[src/rtl/expr_pkg.sv]
// Shared types and ASCII constants for the streaming expression recognizer.
package expr_pkg;

    typedef enum logic [1:0] {
        S_EXP = 2'd0,
        S_NUM = 2'd1,
        S_END = 2'd2,
        S_ERR = 2'd3
    } state_t;

    typedef enum logic [2:0] {
        CC_DIGIT,
        CC_OP,
        CC_LP,
        CC_RP,
        CC_SP,
        CC_BAD
    } cclass_t;

    localparam logic [7:0] CH_0     = 8'h30;
    localparam logic [7:0] CH_9     = 8'h39;
    localparam logic [7:0] CH_PLUS  = 8'h2B;
    localparam logic [7:0] CH_MINUS = 8'h2D;
    localparam logic [7:0] CH_STAR  = 8'h2A;
    localparam logic [7:0] CH_SLASH = 8'h2F;
    localparam logic [7:0] CH_LP    = 8'h28;
    localparam logic [7:0] CH_RP    = 8'h29;
    localparam logic [7:0] CH_SP    = 8'h20;

endpackage

[src/rtl/expr_char_class.sv]
// Combinational ASCII character classifier for expr_recognizer.
// Parenthesis classes are produced only when EXPR_PAREN_EN is defined.
module expr_char_class
    import expr_pkg::*;
#(
    parameter logic [3:0] OP_MASK    = 4'b0011,
    parameter bit         SKIP_SPACE = 1'b0
) (
    input  logic [7:0] ch,
    output cclass_t    cls
);

    always_comb begin
        cls = CC_BAD;
        if (ch >= CH_0 && ch <= CH_9) begin
            cls = CC_DIGIT;
        end else begin
            // Disabled operators and disabled spaces fall through as CC_BAD.
            case (ch)
                CH_PLUS:  if (OP_MASK[0]) cls = CC_OP;
                CH_STAR:  if (OP_MASK[1]) cls = CC_OP;
                CH_MINUS: if (OP_MASK[2]) cls = CC_OP;
                CH_SLASH: if (OP_MASK[3]) cls = CC_OP;
                CH_SP:    if (SKIP_SPACE) cls = CC_SP;
`ifdef EXPR_PAREN_EN
                CH_LP:    cls = CC_LP;
                CH_RP:    cls = CC_RP;
`endif
                default:  cls = CC_BAD;
            endcase
        end
    end

endmodule

[src/rtl/expr_recognizer.sv]
// Streaming recognizer for "operand (op operand)*" with sticky error and operand count.
// Define EXPR_PAREN_EN to accept parenthesised sub-expressions up to MAX_DEPTH deep.
module expr_recognizer
    import expr_pkg::*;
#(
    parameter int unsigned MAX_DIGITS = 3,
    parameter logic [3:0]  OP_MASK    = 4'b0011,
    parameter bit          SKIP_SPACE = 1'b0,
    parameter int unsigned CNT_W      = 8,
    parameter int unsigned MAX_DEPTH  = 7
) (
    input  logic             clk,
    input  logic             clr,
    input  logic             in_valid,
    input  logic [7:0]       in,
    output logic             out,
    output logic             err,
    output logic [CNT_W-1:0] term_cnt,
    output logic [2:0]       depth
);

    localparam int unsigned    DW     = $clog2(MAX_DIGITS + 1);
    localparam logic [DW-1:0]  DMAX   = DW'(MAX_DIGITS);
    localparam logic [2:0]     DEPMAX = 3'(MAX_DEPTH);
`ifdef EXPR_PAREN_EN
    localparam bit PAREN = 1'b1;
`else
    localparam bit PAREN = 1'b0;
`endif

    cclass_t          cls;
    state_t           state, state_nx;
    logic [DW-1:0]    dcnt, dcnt_nx;
    logic [CNT_W-1:0] term, term_nx;
    logic [2:0]       dep, dep_nx;
    logic             out_q, err_q;

    expr_char_class #(
        .OP_MASK    (OP_MASK),
        .SKIP_SPACE (SKIP_SPACE)
    ) u_class (
        .ch  (in),
        .cls (cls)
    );

    always_comb begin
        state_nx = state;
        dcnt_nx  = dcnt;
        term_nx  = term;
        dep_nx   = dep;
        if (in_valid) begin
            unique case (state)
                S_EXP: begin
                    case (cls)
                        CC_DIGIT: begin
                            state_nx = S_NUM;
                            dcnt_nx  = DW'(1);
                            if (term != '1) term_nx = term + 1'b1;
                        end
                        CC_SP: ;
                        CC_LP: begin
                            if (dep == DEPMAX) state_nx = S_ERR;
                            else               dep_nx   = dep + 3'd1;
                        end
                        default: state_nx = S_ERR;
                    endcase
                end
                S_NUM: begin
                    case (cls)
                        CC_DIGIT: begin
                            if (dcnt == DMAX) state_nx = S_ERR;
                            else              dcnt_nx  = dcnt + 1'b1;
                        end
                        CC_OP: state_nx = S_EXP;
                        CC_SP: state_nx = S_END;
                        CC_RP: begin
                            if (dep == 3'd0) begin
                                state_nx = S_ERR;
                            end else begin
                                dep_nx   = dep - 3'd1;
                                state_nx = S_END;
                            end
                        end
                        default: state_nx = S_ERR;
                    endcase
                end
                S_END: begin
                    case (cls)
                        CC_OP: state_nx = S_EXP;
                        CC_SP: ;
                        CC_RP: begin
                            if (dep == 3'd0) state_nx = S_ERR;
                            else             dep_nx   = dep - 3'd1;
                        end
                        default: state_nx = S_ERR;
                    endcase
                end
                S_ERR: ;
            endcase
        end
    end

    // Flags are computed from the next state so they change on the same edge as the char.
    always_ff @(posedge clk or posedge clr) begin
        if (clr) begin
            state <= S_EXP;
            dcnt  <= '0;
            term  <= '0;
            dep   <= '0;
            out_q <= 1'b0;
            err_q <= 1'b0;
        end else begin
            state <= state_nx;
            dcnt  <= dcnt_nx;
            term  <= term_nx;
            dep   <= PAREN ? dep_nx : '0;
            out_q <= (state_nx == S_NUM || state_nx == S_END) && (dep_nx == 3'd0);
            err_q <= (state_nx == S_ERR);
        end
    end

    assign out      = out_q;
    assign err      = err_q;
    assign term_cnt = term;
    assign depth    = dep;

endmodule
[config.mk]
export PLATFORM = sky130hd
export DESIGN_NAME = expr_recognizer
export DESIGN_NICKNAME = d
export VERILOG_FILES = /design/src/rtl/expr_pkg.sv /design/src/rtl/expr_char_class.sv /design/src/rtl/expr_recognizer.sv
export SDC_FILE = /design/constraint.sdc
export NUM_CORES = 1
export LEC_CHECK = 0
export CAP_MARGIN = 20
export CORE_MARGIN = 8
export CORE_UTILIZATION = 40
export CTS_CLUSTER_SIZE = 8
export DETAILED_ROUTE_END_ITERATION = 6
export PLACE_DENSITY = 0.7
export SYNTH_ARGS = -nofsm -noshare
export SYNTH_HDL_FRONTEND = slang
export SYNTH_SLANG_ARGS = --single-unit
[constraint.sdc]
create_clock -name clk -period 4.5 [get_ports clk]
set_input_delay 0.9 -clock clk [delete_from_list [all_inputs] [get_ports clk]]
set_output_delay 0.9 -clock clk [all_outputs]
set_load 0.1 [all_outputs]
==> flow_summary.yaml <==
outcome:
  status: "completed"
critical_path:
  cp-end-kind: "output port"
  crit_arrival_ns: 1.91
  path_cells: "clkdlybuf4s50_1"
  ff2ff_setup_slack_ns: 2.66
  worst_r2r_startpoint: "dcnt[0]"
  criticalPathCategory: "flip-flop to output port"
  timing.critical_path.buf_inv: 1
  worstPathMaxFanout: 6
  start_kind: "flip-flop"
  startpoint: "term_cnt[5]"
  worstPathRequired_ns: 3.60
  max_stage_delay_ns: 1.17
  cp_slowest_cell: "clkdlybuf4s50_1"
  path_delay_family: "buffers and inverters"
place:
  dp_hpwl_um: 1320
  pre_cts_ws_ns: 1.60
  dpl-instance-area_mm2: 0.00101
  place.port_buffers: 19
  gp_congestion: 0.814
logic_synthesis:
  ys_ff_latch: 14
  async_flop_share: 1.00
  synth_ff_type: "dfrtp_1"
  netlist_top_cells_area: "dfrtp_1 (44%), ha_1 (4.7%), nand4_1 (4.7%), mux2_2 (4.2%), buf_4 (2.8%)"
  netlist.area_leader.share: 0.435
  yosysMostFrequentCell: "dfrtp_1"
  syn_area_per_cell_um2: 10.4
  syn-instance-count: 77
  ys_seq_area_frac: 0.435
  synth_cell_types: 32
  synth-edff-count: 0
  yosys.area.top_type: "dfrtp_1"
  ys_warn_count: 0
  synthTopCellsByCount: "dfrtp_1 (14), nand4_1 (6), nand2_1 (5), nand3_1 (4), nor2_1 (4)"
  syn_area_um2: 805
clocking:
  cts_max_level: 1
  cts_num_sinks: 14
  cts_tree: "done"
  post_cts_buffers: 0
  cts-root-buf: "clkbuf_4"
  clk_latency_ns: 0.28
  cts_buffers: 3
  clock_path_buffers: 2
  clk_pin_slew_worst_paths_ns: 0.08
  hold_buffers: 0
  cts_resized: 0
die:
  die-area_mm2: 0.00370
  start_util: 0.419
  chipWidth_um: 60.8
  core_area_mm2: 0.00192
  rows: 16
  ios: 24
  die_h_um: 60.8
timing:
  max_slew_margin: 0.346
  clock-skew-final_ns: 0.00154
  finalCritPeriodShare: 0.624
  hold_violations: 0
  worstMarginPinSlew_ns: 0.978
  setup_ws_ns: 1.69
  hold_ws_ns: 0.510
  slew_violations: 0
  rsz0062_at_grt: "no"
  timing.setup.tns_ns: 0
  clock.fmax_mhz: 356
  setup_violations: 0
  period_minus_slack_ns: 2.81
power_and_ir_drop:
  power_uw: 225
  vdd_ir_drop_max_v: 0.000176
  p_leak_uw: 0.000410
  power.density_mw_per_mm2: 217
route:
  drc: 0
  firstDrtPassIters: 3
  vias: 643
  routed_wl_um: 1700
  drt_iter0_markers: 5
  antenna_left: 0
  vias_per_cell: 5.14
  routedWlPerCell_um: 13.6
layout:
  nets: 114
  drive_gt1_frac: 0.0918
  fill_cells: 181
  num_antenna_cells: 0
  syn_to_final_growth_pct: 28.8
  post-route-cell-area_mm2: 0.00104
global_routing:
  antenna_found_initial: 0
  grt_max_degree: 15
  grt_pass1_wl_um: 2870
  grt_remaining_overflow: 0
  grtUsageTotal: 0.0993
  grt_pass1_vias: 640
flow_run:
  cap_violations: 0
hold_path:
  worst_hold_path_type: "flip-flop to flip-flop"
  hp-start: "dcnt[1]"
## final timing paths
kind / to / depth (start not counted)
max in group asynchronous: asynchronous set/reset pin / 2
worst min-delay path: dcnt[1] / 1
worst max-delay path: term_cnt[5] / 1
worst min register to register: dcnt[1] / 1
worst max register to register: out / 5
min in group asynchronous: term_cnt[0] / 2
## metal layers
layer | vias up | part of all wire | track usage
li1 | 327 | - | -
met1 | 293 | 0.47 | 0.123
met2 | 20 | 0.44 | 0.155
met3 | 3 | 0.074 | 0.0318
met4 | 0 | 0.015 | 0.0399
met5 | - | 0 | 0
## through the flow
stage               utilization  cells
floorplan                     -     79
global placement          0.527    122
detailed placement        0.527    122
CTS                       0.539    125
global route              0.539    125
finish                    0.539    125
## layout by cell type (no fill, tap or decap), drive strengths merged
cell	instances
and2	1
nor2	4
clkdlybuf4s50	19
o21ai	2
dfrtp	14
a31oi	2
nor4bb	1
nand4b	1
nand4	6
o22a	1
a21oi	1
conb	3
nor3b	1
xnor2	2
clkbuf	3
nor3	2
nor2b	2
mux2	5
or4	2
or3b	2
nand2	5
o21a	2
nand3	4
inv	3
ha	3
nand2b	2
a211oi	1
nor4	2
xor2	1
a32o	1
## cell type report
type | instances | area (um2) | share of cell area
timing repair buffer | 19 | 190 | 0.184
tap | 27 | 33.8 | 0.0326
multi-input combinational | 59 | 428 | 0.413
inverter | 3 | 11.3 | 0.0109
clock buffer | 3 | 22.5 | 0.0217
sequential | 14 | 350 | 0.338
## registers in the layout, indices dropped and copies added, names as in the netlist, named ones only
name	flops
dcnt	2
err	1
out	1
state	1
term_cnt	8
## report_power, final
group | leakage [uW] | internal [uW] | total [uW] | switching (uW)
logic | 0.000216 | 9.71 | 29.5 | 19.8
registers | 0.000180 | 126 | 126 | 0.347
clock network | 0.0000138 | 31.0 | 69.1 | 38.1
## cells by family (layout without fill, tap and decap cells)
logic type	Yosys count	after routing	synth area share
simple gates	35	35	0.283
flops	14	14	0.435
compound gates	10	10	0.0855
buf+inv	6	25	0.0420
mux	5	5	0.0700
fa+ha+maj	3	3	0.0467
xor+xnor	3	3	0.0327
other cells	1	3	0.00466
(Power assumes the default switching activity.)
